$ cat config.mk
export PLATFORM = sky130hd
export DESIGN_NAME = div_sequential
export DESIGN_NICKNAME = d
export VERILOG_FILES = /design/src/rtl/div_sequential_pkg.sv /design/src/rtl/div_sequential_twos_negate.sv /design/src/rtl/div_sequential.sv
export SDC_FILE = /design/constraint.sdc
export NUM_CORES = 1
export LEC_CHECK = 0
export ABC_AREA = 1
export CELL_PAD_IN_SITES_DETAIL_PLACEMENT = 1
export CELL_PAD_IN_SITES_GLOBAL_PLACEMENT = 1
export CORE_AREA = 2 2 207 209
export DETAILED_ROUTE_END_ITERATION = 8
export DIE_AREA = 0 0 209 211
export PLACE_DENSITY = 0.65
export SLEW_MARGIN = 20
export SYNTH_ARGS = -nofsm -noshare
export SYNTH_HDL_FRONTEND = slang
export SYNTH_HIERARCHICAL = 1
export SYNTH_SLANG_ARGS = --single-unit
$ cat constraint.sdc
create_clock -name clock -period 2 [get_ports clock]
set_input_delay 0.3 -clock clock [delete_from_list [all_inputs] [get_ports clock]]
set_output_delay 0.3 -clock clock [all_outputs]
set_load 0.02 [all_outputs]
$ cat src/rtl/div_sequential_pkg.sv
// Shared constants and state encodings for the multicycle divider.
package div_sequential_pkg;

    // Processor word width, shared with the multiplier
    localparam int WORD_WIDTH = 32;

    // Iteration counter width; 2**DIV_CNT_W must exceed WORD_WIDTH
    localparam int DIV_CNT_W = 6;

    // Divider control states
    typedef enum logic [1:0] {
        DIV_IDLE = 2'd0,
        DIV_RUN  = 2'd1,
        DIV_FIX  = 2'd2,
        DIV_DONE = 2'd3
    } div_state_t;

endpackage

$ cat src/rtl/div_sequential_twos_negate.sv
// Two's-complement negation: bitwise invert followed by an increment,
// the same invert-plus-one scheme the ALU uses.
module twos_negate
    import div_sequential_pkg::*;
#(
    parameter int WIDTH = WORD_WIDTH
) (
    input  logic [WIDTH-1:0] a,
    output logic [WIDTH-1:0] y
);

    logic [WIDTH-1:0] inverted;

    // Bitwise inverter stage
    assign inverted = ~a;

    // Add one to complete the negation
    assign y = inverted + WIDTH'(1);

endmodule

$ cat src/rtl/div_sequential.sv
// Multicycle signed divider: restoring shift-subtract on magnitudes, one
// quotient bit per cycle, sign applied afterwards. Quotient truncates
// toward zero; the remainder is discarded.
module div_sequential
    import div_sequential_pkg::*;
#(
    parameter int WIDTH = WORD_WIDTH,
    parameter int CNT_W = DIV_CNT_W
) (
    input  logic             clock,
    input  logic             reset,
    input  logic             ctrl_DIV,
    input  logic [WIDTH-1:0] data_operandA,
    input  logic [WIDTH-1:0] data_operandB,
    output logic [WIDTH-1:0] data_result,
    output logic             data_exception,
    output logic             data_resultRDY
);

    div_state_t       state;
    logic [CNT_W-1:0] count;
    logic [WIDTH-1:0] dividend;
    logic [WIDTH-1:0] remainder;
    logic [WIDTH-1:0] divisor_abs;
    logic             sign_q;
    logic             div0;

    logic [WIDTH-1:0] neg_a;
    logic [WIDTH-1:0] neg_b;
    logic [WIDTH-1:0] neg_q;
    logic [WIDTH-1:0] abs_a;
    logic [WIDTH-1:0] abs_b;
    logic [WIDTH-1:0] rem_shift;
    logic [WIDTH:0]   trial;
    logic             q_bit;

    twos_negate #(.WIDTH(WIDTH)) u_neg_a (.a(data_operandA), .y(neg_a));
    twos_negate #(.WIDTH(WIDTH)) u_neg_b (.a(data_operandB), .y(neg_b));
    twos_negate #(.WIDTH(WIDTH)) u_neg_q (.a(dividend),      .y(neg_q));

    // Operand magnitudes; the most-negative value maps to itself and is
    // then treated as an unsigned magnitude, which divides correctly
    assign abs_a = data_operandA[WIDTH-1] ? neg_a : data_operandA;
    assign abs_b = data_operandB[WIDTH-1] ? neg_b : data_operandB;

    // Trial subtract: partial remainder plus inverted divisor with carry-in 1;
    // the carry out means the partial remainder is at least the divisor
    assign rem_shift = {remainder[WIDTH-2:0], dividend[WIDTH-1]};
    assign trial     = {1'b0, rem_shift} + {1'b0, ~divisor_abs} + (WIDTH+1)'(1);
    assign q_bit     = trial[WIDTH];

    // Control FSM, iteration counter, shift registers and registered outputs
    always_ff @(posedge clock) begin
        if (reset) begin
            state          <= DIV_IDLE;
            count          <= '0;
            dividend       <= '0;
            remainder      <= '0;
            divisor_abs    <= '0;
            sign_q         <= 1'b0;
            div0           <= 1'b0;
            data_result    <= '0;
            data_exception <= 1'b0;
            data_resultRDY <= 1'b0;
        end else if (ctrl_DIV) begin
            dividend       <= abs_a;
            divisor_abs    <= abs_b;
            sign_q         <= data_operandA[WIDTH-1] ^ data_operandB[WIDTH-1];
            div0           <= (data_operandB == '0);
            remainder      <= '0;
            count          <= '0;
            data_exception <= 1'b0;
            data_resultRDY <= 1'b0;
            state          <= DIV_RUN;
        end else begin
            case (state)
                DIV_IDLE: begin
                    data_resultRDY <= 1'b0;
                end
                DIV_RUN: begin
                    remainder <= q_bit ? trial[WIDTH-1:0] : rem_shift;
                    dividend  <= {dividend[WIDTH-2:0], q_bit};
                    count     <= count + CNT_W'(1);
                    if (count == CNT_W'(WIDTH-1)) begin
                        state <= DIV_FIX;
                    end
                end
                DIV_FIX: begin
                    data_result    <= div0 ? '0 : (sign_q ? neg_q : dividend);
                    data_exception <= div0;
                    data_resultRDY <= 1'b1;
                    state          <= DIV_DONE;
                end
                DIV_DONE: begin
                    data_resultRDY <= 1'b0;
                    state          <= DIV_IDLE;
                end
                default: begin
                    state <= DIV_IDLE;
                end
            endcase
        end
    end

endmodule
==> metrics <==
fill count 5558; min-delay worst type in2reg; largest family of logic cells by synthesized area simple AND/OR/NAND/NOR gates; Fmax 447 MHz; Final Slew Violations 0; R2R setup slack -0.24 ns; clock skew between 0.008 and 0.009 ns; Worst setup EP type flop; num rows 75; Core Util, Final 39.8%; Clock Tree Root clkbuf_16; reg2reg start dividend[31]; Worst path max stage delay 0.38 ns; die height between 200 and 250 µm; post-place setup slack -0.421 ns; vias in the first global route 15000; slew margin rel. between 50% and 60%; WP data arrival 2.58 ns; Critical Path, Cell by Cell inv_4 > ha_4 > fa_2 > inv_2 > nand3_2 > nand2_2 > nand2_2 > nand2_2 > nand2_2 > nand2_4 > nand2_8 > nand2_8 > clkbuf_16 > nand2_1 > nand3_1 > a21oi_1; WP buf/inv 3; syn nets 2180; Commonest cells post-synth nand2_1, nor2_1, inv_1; Setup Crit Path Kind reg2reg; drt wl/cell about 17 µm; Overflow after GRT 0; adder-cell share of the synthesized area between 4 and 5%; setup slack after layout -0.237 ns; most numerous cell in the Yosys netlist nand2_1; worst r2r path cells 16; first-pass GRT wire length between 70000 and 80000 µm; CTS Buffer Depth 2; Worst-Skew Late Latency 0.46 ns; post-synth top area share a little under a quarter; number of inserted diodes 0; measured slew at the worst slew-check pin 0.717 ns; PortBufs 100; TritonRoute pass-1 iters 5; Top FF cell, synth dfxtp_1; hold_buf cts 0; Final min period ~2.2 ns; dominant cells by area after synthesis dfxtp_1, nand2_1, nor2_1; synthesized area 0.0120 mm²; status finished, violations left; register area share after synthesis 23.2%; Layout area overhead 38.8%; DR iter-0 viols approximately 660; I/O pin count ~100; layout cells sized above 1 between 15 and 20%; Hold Slack 0.380 ns; Max H-tree Level 4; hpwl dp 39700 µm; Final ANT Viol Nets 0; post-synthesis register bit count 139; worst setup path endpoint remainder[11]; post-route design area roughly 0.017 mm²; worst path required time approximately 2.4 ns; CP Depth 16; CP startpoint dividend[31]; largest net degree at the start of global routing 63; FF-to-FF End remainder[11]; Overall Power 0.00907 W; post-synthesis xor/xnor area fraction 4.17%; Yosys warnings 6; Routed WL 50300 µm; final hold vios 0; Critical Path Start Type flop; dpl cell area roughly 0.016 mm²; Clock Pin Slew Worst Setup and Hold Paths roughly 0.06 ns; violated checks negative setup slack; Synth area leader dfxtp_1; die area 0.0441 mm²; MaxCap Viol Count 0; P_leak 7.61 nW; RSZ-0062 raised after global routing yes; number of distinct library cells after synthesis 46; Simple-Gate Fraction of Synth Area 41.0%; TritonCTS buffer count 17; core area 0.0418 mm²; Slowest cell on crit path fa_2; Crit Path Max Fanout 6; mux share of post-synthesis cell area 0.167%; via count 14300; Vias per Instance 4.84; Starting Density between 20% and 30%; CP top delay family simple AND/OR/NAND/NOR gates; final period utilization 112%; Compound-Gate Fraction of Synth Area 15.6%; initial antenna violation count 0; drc violations 0; all-layer global routing usage between 20% and 30%; CTS tree yes; setup violators final 32; Layout Nets 2518; Post-synth EDFFs 0; Syn Inst Count 2070; Async SR Flop Fraction 0%; CP most frequent cell nand2_2; # clock sinks 139; syn avg cell area 5.78 µm²; Pwr Density 546 mW/mm²; Peak VDD IR 466 µV; Die Width 209 µm; gpl congestion roughly 0.90
final cells by class:
class                           instances  area (µm²)  share of cell area (%)
Multi-Input combinational cell       1595        8160                    49.1
Timing Repair Buffer                  395        3450                    20.8
Sequential cell                       139        2790                    16.8
Inverter                              260         978                    5.89
Tap cell                              539         674                    4.06
Clock buffer                           19         443                    2.67
Clock inverter                         13         128                   0.768
sequential cells by signal (all words and copies together) (netlist names):
signal          cells
count               6
data_exception      1
data_result        32
data_resultRDY      1
div0                1
dividend           32
divisor_abs        32
remainder          31
sign_q              1
state               2
worst min-delay path by stage:
stage	startpoint	endpoint	slack, ns	depth (start not counted)
finish	reset	count[3]	0.38	5
global route	reset	count[2]	0.40	5
CTS	reset	count[3]	0.36	5
detailed placement	data_result[5]	data_result[5]	0.46	2
global placement	data_result[22]	data_result[22]	0.46	2
floorplan	div0	div0	0.45	2
layout by cell type (no fill, tap or decap), drive strengths merged, types with 3 or more instances in the layout:
cell	count
clkdlybuf4s50	99
o21bai	24
buf	294
o32ai	10
nor2	324
dfxtp	139
nor3	8
inv	259
o22ai	21
nand4	28
nand2	683
xor2	35
ha	42
clkbuf	21
nand3b	30
a21oi	169
clkinv	12
o21ai	105
nand3	76
xnor2	22
nor4	3
stage by stage:
stage               std cells  setup TNS (ns)
floorplan                2070               0
global route             2960           -9.92
global placement         2919          -10.17
detailed placement       2919          -13.52
finish                   2960           -6.10
CTS                      2956           -5.48
kinds of logic (layout without fill, tap and decap cells):
logic type               count (synthesis)  count (layout)
multiplexers                             2               2
AND/OR/NAND/NOR                       1156            1156
adder cells (fa/ha/maj)                 43              43
AO/OA/AOI/OAI                          337             337
buffers and inverters                  336             687
XOR/XNOR                                57              57
flip-flops                             139             139
worst register-to-register path, stage by stage (launching register included):
cell and delay (ns):
dfxtp_4 0.37, inv_4 0.05, ha_4 0.16, fa_2 0.38
inv_2 0.08, nand3_2 0.07, nand2_2 0.10, nand2_2 0.05
nand2_2 0.07, nand2_2 0.07, nand2_4 0.09, nand2_8 0.09
nand2_8 0.13, clkbuf_16 0.18, nand2_1 0.06, nand3_1 0.09
a21oi_1 0.08
where the power goes:
group          switching, W  internal (W)
Clock               0.00146       0.00177
Combinational       0.00164       0.00115
Sequential         0.000153       0.00289
Total               0.00326       0.00581
per-layer routing:
layer	up-vias	track usage (%)	wire length [µm]
li1	7214	-	-
met1	6880	29.9	23800
met2	195	39.2	23800
met3	50	2.96	1530
met4	0	7.29	1090
met5	-	0	0
timing repair:
action	in CTS	in global routing
buffers inserted	4	2
gates cloned	1	2
pin swaps	6	19
gates resized for setup	21	52
setup endpoints to repair	32	34
hold endpoints to repair	0	0
No activity file was read; power rests on OpenSTA's default activity.
